<file path="src/rtl/machine_p_if.sv">
// rtl/machine_p_if.sv - serial pattern detector data/status bundle
interface machine_p_if #(
  parameter int SW    = 2,
  parameter int CNT_W = 4
);
  logic             x;
  logic             EN;
  logic             CLR;
  logic             F;
  logic [SW-1:0]    S;
  logic [CNT_W-1:0] COUNT;

  modport master (output x, EN, CLR, input F, S, COUNT);
  modport slave  (input x, EN, CLR, output F, S, COUNT);
endinterface

</file>
<file path="src/rtl/machine_p.sv">
// rtl/machine_p.sv - KMP serial pattern detector with Moore match flag and saturating count
module machine_p #(
  parameter int             N       = 3,
  parameter logic [N-1:0]   PATTERN = 3'b101,
  parameter bit             OVERLAP = 1'b1,
  parameter int             CNT_W   = 4
) (
  input  logic        CLK,
  input  logic        RESET_N,
  machine_p_if.slave  bus
);
  localparam int               SW      = $clog2(N + 1);
  localparam int               NS      = 2 ** SW;
  localparam logic [SW-1:0]    S_IDLE  = '0;
  localparam logic [SW-1:0]    S_FULL  = SW'(N);
  localparam logic [CNT_W-1:0] CNT_MAX = '1;

  // Longest suffix of (first k pattern bits, then b) that is also a pattern prefix.
  // Leaving S=N in non-overlap mode starts from an empty history instead.
  function automatic int next_k(input int k, input bit b);
    int len;
    int hit;
    int idx;
    bit ok;
    bit c;
    len = (k == N && OVERLAP == 1'b0) ? 0 : k;
    hit = 0;
    for (int l = 1; l <= N; l++) begin
      if (l <= len + 1) begin
        ok = 1'b1;
        for (int j = 0; j < N; j++) begin
          if (j < l) begin
            idx = len + 1 - l + j;
            if (idx == len) c = b;
            else            c = PATTERN[N-1-idx];
            if (c != PATTERN[N-1-j]) ok = 1'b0;
          end
        end
        if (ok) hit = l;
      end
    end
    return hit;
  endfunction

  logic [SW-1:0] nxt0 [NS];
  logic [SW-1:0] nxt1 [NS];

  genvar g;
  generate
    for (g = 0; g < NS; g++) begin : g_tbl
      if (g <= N) begin : g_valid
        localparam logic [SW-1:0] K0 = SW'(next_k(g, 1'b0));
        localparam logic [SW-1:0] K1 = SW'(next_k(g, 1'b1));
        assign nxt0[g] = K0;
        assign nxt1[g] = K1;
      end else begin : g_pad
        assign nxt0[g] = S_IDLE;
        assign nxt1[g] = S_IDLE;
      end
    end
  endgenerate

  logic [SW-1:0]    s_q, s_d;
  logic [CNT_W-1:0] cnt_q, cnt_d;

  always_comb begin
    s_d   = s_q;
    cnt_d = cnt_q;
    if (bus.EN) begin
      s_d = bus.x ? nxt1[s_q] : nxt0[s_q];
      if (s_d == S_FULL && cnt_q != CNT_MAX) cnt_d = cnt_q + 1'b1;
    end
    // Clear wins over a same-edge match and ignores EN.
    if (bus.CLR) cnt_d = '0;
  end

  always_ff @(posedge CLK or negedge RESET_N) begin
    if (!RESET_N) begin
      s_q   <= S_IDLE;
      cnt_q <= '0;
    end else begin
      s_q   <= s_d;
      cnt_q <= cnt_d;
    end
  end

  assign bus.S     = s_q;
  assign bus.F     = (s_q == S_FULL);
  assign bus.COUNT = cnt_q;
endmodule

</file>
<file path="src/flat_wrapper.sv">
// flat-port wrapper written by rule: the top's interface ports become plain ports
module machine_p_flat 
#(
  parameter int             N       = 3,
  parameter logic [N-1:0]   PATTERN = 3'b101,
  parameter bit             OVERLAP = 1'b1,
  parameter int             CNT_W   = 4
)
  (CLK, RESET_N, bus_x, bus_EN, bus_CLR, bus_F, bus_S, bus_COUNT);
  machine_p_if #(.SW(2), .CNT_W(CNT_W)) bus_i ();
  input  logic CLK;
  input  logic RESET_N;
  input wire logic [$bits(bus_i.x)-1:0] bus_x;
  input wire logic [$bits(bus_i.EN)-1:0] bus_EN;
  input wire logic [$bits(bus_i.CLR)-1:0] bus_CLR;
  output wire logic [$bits(bus_i.F)-1:0] bus_F;
  output wire logic [$bits(bus_i.S)-1:0] bus_S;
  output wire logic [$bits(bus_i.COUNT)-1:0] bus_COUNT;
  assign bus_i.x = bus_x;
  assign bus_i.EN = bus_EN;
  assign bus_i.CLR = bus_CLR;
  assign bus_F = bus_i.F;
  assign bus_S = bus_i.S;
  assign bus_COUNT = bus_i.COUNT;
  machine_p #(.N(N), .PATTERN(PATTERN), .OVERLAP(OVERLAP), .CNT_W(CNT_W)) u_core (.CLK(CLK), .RESET_N(RESET_N), .bus(bus_i));
endmodule
</file>
<file path="config.mk">
export PLATFORM = sky130hd
export DESIGN_NAME = machine_p_flat
export DESIGN_NICKNAME = d
export VERILOG_FILES = /design/src/rtl/machine_p_if.sv /design/src/rtl/machine_p.sv /design/src/flat_wrapper.sv
export SDC_FILE = /design/constraint.sdc
export NUM_CORES = 1
export LEC_CHECK = 0
export ABC_CLOCK_PERIOD_IN_PS = 1150
export CAP_MARGIN = 30
export CELL_PAD_IN_SITES_DETAIL_PLACEMENT = 1
export CELL_PAD_IN_SITES_GLOBAL_PLACEMENT = 1
export CORE_AREA = 3 3 40 42
export CTS_CLUSTER_SIZE = 8
export DETAILED_ROUTE_END_ITERATION = 12
export DIE_AREA = 0 0 43 45
export PLACE_DENSITY = 0.66
export SLEW_MARGIN = 20
export SYNTH_ARGS = -nofsm -noshare
export SYNTH_HDL_FRONTEND = slang
export SYNTH_SLANG_ARGS = --single-unit
</file>
<file path="constraint.sdc">
create_clock -name CLK -period 1.15 [get_ports CLK]
set_input_delay 0.1725 -clock CLK [delete_from_list [all_inputs] [get_ports CLK]]
set_output_delay 0.1725 -clock CLK [all_outputs]
set_load 0.005 [all_outputs]
</file>
=== Word level (Yosys, flattened, before mapping) ===
Index checks and enable logic that the tools add are counted.

* $lt $le $gt $ge: 1
* Add/subtract/negate cells: 1
* Mux-type cells: 10
* Bitwise operators: 1
* Reductions and logical operators: 4
* Equality and inequality tests: 3

{| class="wikitable"
|+ Operators with widths
! kind !! count
|-
| 4-bit 2-to-1 mux || 3
|-
| 2-bit 2-to-1 mux || 5
|-
| 2-bit binary-select mux with 2-bit select || 2
|-
| 4-bit by 1-bit adder with 4-bit output, second input constant || 1
|-
| 2-bit equality test, second input constant || 2
|-
| 4-bit inequality test, second input constant || 1
|-
| 2-bit nonzero test || 2
|-
| 3-bit >= comparator, second input constant || 1
|-
| 2-bit NOT with 3-bit output || 1
|-
| 2-bit AND reduction || 1
|-
| 1-bit logical AND || 1
|}

* Bits in registers: 6

=== Depth between registers and ports, before layout ===
* Depth after elaboration: 10
* Mapped depth: 4
* Gate-level depth less buffers: 4

=== Worst setup path after synthesis ===
No wires, ideal clock.

* Kind: register -> register
* From: register u_core.cnt_q[0], in the netlist u_core.bus.COUNT[0]
* To: register u_core.cnt_q[0], in the netlist u_core.bus.COUNT[0]
* Path slack: -0.137 ns
* Stages on the path, launching flop included: 5
* Data arrival time: 1.209 ns
* Setup time: 0.077 ns
* Path through: dfrtp_1 -> ha_1 -> and3_1 -> or3_1 -> a21oi_1

* Longest elaborated chain between the ends: 4
* Elaborated cells between the ends (all ways): 8
* Those cells by class: add/sub (1); eq/ne (1); mux (3); reduce/logical (3)

{| class="wikitable"
|+ Ends and longest elaborated chain
! element !! line !! text
|-
| start, declared || machine_p.sv:64 || <nowiki>logic [CNT_W-1:0] cnt_q, cnt_d;</nowiki>
|-
| start signal, assigned || machine_p.sv:83 || <nowiki>cnt_q <= cnt_d;</nowiki>
|-
| 4-bit by 1-bit adder with 4-bit output or 4-bit inequality test (tied branches) || machine_p.sv:71 || <nowiki>if (s_d == S_FULL && cnt_q != CNT_MAX) cnt_d = cnt_q + 1'b1;</nowiki>
|-
| 4-bit 2-to-1 mux or 1-bit logical AND (tied branches) || machine_p.sv:71 ||
|-
| 4-bit 2-to-1 mux or 2-bit nonzero test (tied branches) || n/a ||
|-
| 4-bit 2-to-1 mux or 2-bit AND reduction (tied branches) || n/a ||
|}

Parallel ways exist; a longest one is shown, timed or not. The select of a mux whose other input is x is not followed.
A chain may end at the register's enable or synchronous reset.

=== Worst setup path after layout ===
* From: register u_core.s_q[0], in the netlist u_core.bus.S[0]
* To: register u_core.cnt_q[0], in the netlist u_core.bus.COUNT[0]

* Longest elaborated chain between the ends: 9
* Elaborated cells between the ends (all ways): 12
* Those cells by class: eq/ne (1); mux (7); bitwise (1); reduce/logical (3)

{| class="wikitable"
|+ Ends and longest elaborated chain
! element !! line !! text
|-
| start, declared || machine_p.sv:63 || <nowiki>logic [SW-1:0] s_q, s_d;</nowiki>
|-
| start signal, assigned || machine_p.sv:79 || <nowiki>s_q <= S_IDLE;</nowiki>
|-
| start signal, assigned || machine_p.sv:82 || <nowiki>s_q <= s_d;</nowiki>
|-
| 2-bit NOT with 3-bit output (not written as such) (*) || machine_p.sv:70 || <nowiki>s_d = bus.x ? nxt1[s_q] : nxt0[s_q];</nowiki>
|-
| 2-bit binary-select mux with 2-bit select || machine_p.sv:70 ||
|-
| 2-bit 2-to-1 mux (not written as such) (2 in series) || machine_p.sv:70 ||
|-
| 2-bit 2-to-1 mux (*) || machine_p.sv:70 ||
|-
| 2-bit equality test (*) || machine_p.sv:71 ||
|-
| 1-bit logical AND (*) || machine_p.sv:71 ||
|-
| 2-bit nonzero test (no line) (*) || n/a ||
|-
| 2-bit AND reduction (no line) (*) || n/a ||
|}

Every way passes the cells marked *; elsewhere a longest branch is shown, timed or not. The select of a mux whose other input is x is not followed.

==> qor.csv <==
stage;metric;value;unit
global_routing;fraction of met3 tracks used by global routing;0.0478;
place;post-detail-place hpwl;760;um
power_and_ir_drop;portion of total power attributed to sequential cells;0.428;
sta;Worst Tran Pin Value;0.297;ns
die;Floorplan Core Area;1280;um^2
global_routing;Overall Global Routing Usage;0.127;
logic_synthesis;number of nets produced by synthesis;35;
clock_network;clock-pin slew of the registers on the worst-case setup and hold paths;0.05;ns
critical_path;timing startpoint of the critical path;u_core.bus.S[0];
critical_path;ordered cell list for the critical path;buf_6 -> nand4b_4 -> or3_4 -> a21oi_2;
global_routing;global-route layer with the greatest usage;met2;
critical_path;Worst path max stage delay;0.41;ns
final_layout;fraction of layout instances using a drive strength above 1;0.509;
logic_synthesis;cells taking the most area after synthesis;sky130_fd_sc_hd__dfrtp_1 47%, sky130_fd_sc_hd__nand4b_4 7.4%, sky130_fd_sc_hd__a21oi_1 6.3%;
power_and_ir_drop;reported net switching power;132;uW
sta;final hold vios;0;
logic_synthesis;Seq cells post-synth;6;
critical_path;slowest library cell on the worst path;sky130_fd_sc_hd__dfrtp_1;
routing;Post-Route WL;1070;um
final_layout;layout overhead on the synthesized area;77.7;%
sta;Clock Skews;0.00191;ns
sta;number of pins exceeding their max-slew limit in the final report;0;
routing;DRC errors left;0;
power_and_ir_drop;peak ir drop on the vdd network;472;uV
final_layout;register cell area after layout;151;um^2
routing;average wire per standard cell;15.3;um
sta;Hold Slack;0.176;ns
place;number of I/O port buffers;11;
status;violated checks;negative setup slack;
global_routing;met2 routing resource usage after global routing;0.249;
global_routing;via count of the first global-routing pass;406;
run;maximum capacitance violations;0;
sta;slack of the critical path;-0.147;ns
clock_network;Root Buffer;sky130_fd_sc_hd__clkbuf_4;
die;DIE AREA;1940;um^2
logic_synthesis;fraction of synthesized cell area taken by the top area cell type;0.469;
clock_network;worst-skew pair later-pin latency;0.25;ns
logic_synthesis;cell taking the most area after synthesis;sky130_fd_sc_hd__dfrtp_1;
routing;Antenna Nets Post-Route;0;
critical_path;WP data required;1.33;ns
status;outcome;complete, but fails checks;
critical_path;slack of the worst reg-to-reg path;-0.15;ns
critical_path;type of the setup path with the least slack;reg2reg;
sta;Max-slew headroom;0.801;
power_and_ir_drop;proportion of power drawn by combinational gates;0.204;
critical_path;count of cells along the worst register-to-register path;4;
die;die width;43;um
clock_network;sinks on the clock net;6;
sta;RSZ-0062 raised after global routing;yes;
clock_network;clock buffer depth;2;
die;ports placed on the boundary;12;
routing;routed via count;347;
critical_path;Critical R2R Launch;u_core.bus.S[0];
logic_synthesis;distinct cell type count after synthesis;18;
global_routing;antenna violations before repair;0;
clock_network;total clock buffers created by CTS;3;
sta;final setup fails;4;
hold_path;worst min-delay path class;in2async;
logic_synthesis;Post-Synthesis Cells;29;
logic_synthesis;post-synthesis average cell area;11.0;um^2
final_layout;nets;63;
critical_path;worst path arrival time;1.47;ns
sta;timing-limited maximum frequency;771;MHz
place;routability congestion estimate from global placement;0.677;
global_routing;global-route track usage on met1;0.109;
power_and_ir_drop;internal cell power;407;uW
routing;vias per cell;4.96;
die;effective utilization at floorplan;0.249;
final_layout;number of diodes added for antenna fixing;0;
critical_path;Worst Setup End Kind;register;
power_and_ir_drop;power density normalized to cell area;946;nW/um^2
die;chip height;45;um
clock_network;maximum level of the CTS H-tree;1;
sta;period utilization;1.13;
routing;First DRT Iteration DRCs;3;
die;Core Rows;13;
power_and_ir_drop;leakage power;0.000282;uW
final_layout;Fillers;145;
clock_network;clock tree from TritonCTS;yes;
critical_path;startpoint type of the worst setup path;register;
power_and_ir_drop;Clock power frac;0.368;
critical_path;capture point of the critical path;u_core.bus.COUNT[0];
sta;min cycle time layout;1.30;ns
critical_path;crit path max fanout;4;
critical_path;FF-to-FF End;u_core.bus.COUNT[0];
routing;First-pass DRT Iterations;2;
global_routing;Overflow after GRT;0;
final_layout;multi-input combinational cell area;183;um^2
power_and_ir_drop;net switching share of the total power;0.245;
global_routing;maximum number of pins on one net before global-route repair;7;
logic_synthesis;Synthesis Warnings;0;
clock_network;hold-fix buffer count after cts;0;
logic_synthesis;post-synthesis sequential area ratio;0.469;
sta;sum of negative setup slack;-0.419;ns
logic_synthesis;Post-Syn Area;320;um^2
global_routing;global-route wire length before repair;1710;um
routing by layer:
metal	vias to the layer above	routed length, um	part of all wire
met5	-	0	0
met2	12	596	0.56
met3	3	65	0.061
li1	165	-	-
met1	167	381	0.36
met4	0	27	0.025
sequential cells by signal (all words and copies together) (netlist names):
signal	flops
u_core.bus.S	2
u_core.bus.COUNT	4
power by group through the flow:
stage,sequential (uW),combinational (uW),clock (uW)
floorplan,238,22.4,0
global placement,237,80.7,0
detailed placement,239,84.0,0
CTS,229,115,202
global route,231,120,220
finish,230,110,198
cell usage after synthesis:
library cell	count
sky130_fd_sc_hd__dfrtp_1	6
sky130_fd_sc_hd__inv_1	1
sky130_fd_sc_hd__nand2_1	1
sky130_fd_sc_hd__and2_1	1
sky130_fd_sc_hd__a21oi_1	4
sky130_fd_sc_hd__mux2_2	1
sky130_fd_sc_hd__o21ai_0	3
sky130_fd_sc_hd__nand3b_1	1
sky130_fd_sc_hd__nor3_1	1
sky130_fd_sc_hd__o31ai_1	1
sky130_fd_sc_hd__or3_1	2
sky130_fd_sc_hd__and4b_1	1
sky130_fd_sc_hd__nand4b_4	1
sky130_fd_sc_hd__ha_1	1
sky130_fd_sc_hd__o2bb2ai_1	1
sky130_fd_sc_hd__and4b_2	1
sky130_fd_sc_hd__nand3_1	1
sky130_fd_sc_hd__and3_1	1
area by class of cell:
cell class,count,share of cell area
timing repair buffer,23,0.334
clock buffer,3,0.0396
sequential,6,0.266
multi-input combinational,22,0.321
inverter,1,0.00659
tap,15,0.0330
cells in the final DEF, fill, tap and decap left out:
master,n
sky130_fd_sc_hd__buf_4,9
sky130_fd_sc_hd__dfrtp_1,5
sky130_fd_sc_hd__clkdlybuf4s50_1,4
sky130_fd_sc_hd__buf_6,4
sky130_fd_sc_hd__a21oi_1,3
sky130_fd_sc_hd__clkbuf_4,3
sky130_fd_sc_hd__clkbuf_2,3
sky130_fd_sc_hd__o21ai_0,2
sky130_fd_sc_hd__dlygate4sd2_1,2
sky130_fd_sc_hd__and2_1,1
sky130_fd_sc_hd__nand4b_4,1
sky130_fd_sc_hd__and3_4,1
sky130_fd_sc_hd__or3_4,1
sky130_fd_sc_hd__a21oi_2,1
sky130_fd_sc_hd__inv_1,1
sky130_fd_sc_hd__nand2_1,1
sky130_fd_sc_hd__o2bb2ai_1,1
sky130_fd_sc_hd__nand3_1,1
sky130_fd_sc_hd__o31ai_1,1
sky130_fd_sc_hd__or3_1,1
sky130_fd_sc_hd__mux2_2,1
sky130_fd_sc_hd__and4b_2,1
sky130_fd_sc_hd__and4b_1,1
sky130_fd_sc_hd__nor3_1,1
sky130_fd_sc_hd__nand3b_1,1
sky130_fd_sc_hd__o21ai_1,1
sky130_fd_sc_hd__ha_2,1
sky130_fd_sc_hd__buf_2,1
sky130_fd_sc_hd__dfrtp_2,1
how the worst min path moves through the flow:
stage	to	slack [ns]	cells after the start
detailed placement	u_core.bus.COUNT[2]	0.44	1
finish	u_core.bus.S[0]	0.18	1
floorplan	u_core.bus.COUNT[0]	-0.12	0
global route	u_core.bus.S[0]	0.20	1
global placement	u_core.bus.COUNT[2]	0.44	1
CTS	u_core.bus.S[0]	0.18	1
critical path, delay by kind of cell, from the launching register on:
kind | cells | cell delay (ns)
compound gates | 1 | 0.12
flops | 1 | 0.41
buf+inv | 1 | 0.13
simple gates | 2 | 0.57
cells by family (layout without fill, tap and decap cells):
group	after synthesis	in the layout	synth area share
flops	6	6	0.469
fa+ha+maj	1	1	0.0391
mux	1	1	0.0352
compound gates	9	9	0.160
simple gates	11	11	0.285
buf+inv	1	27	0.0117
timing repair:
| item | in CTS | in global routing |
|---|---|---|
| setup endpoints to repair | 11 | 8 |
| buffers inserted | 7 | 0 |
| resized for setup | 22 | 6 |
| gates cloned | 0 | 0 |
| pin swaps | 6 | 1 |
stage by stage:
step	instances	setup WS (ns)	utilization	cell area (um^2)	power (uW)
floorplan	29	-0.0681	-	328	260
global placement	61	-0.305	0.390	502	318
detailed placement	61	-0.330	0.390	502	323
CTS	71	-0.127	0.454	583	545
global route	70	-0.229	0.443	569	572
finish	70	-0.147	0.443	569	538
No activity file was read; power rests on OpenSTA's default activity.
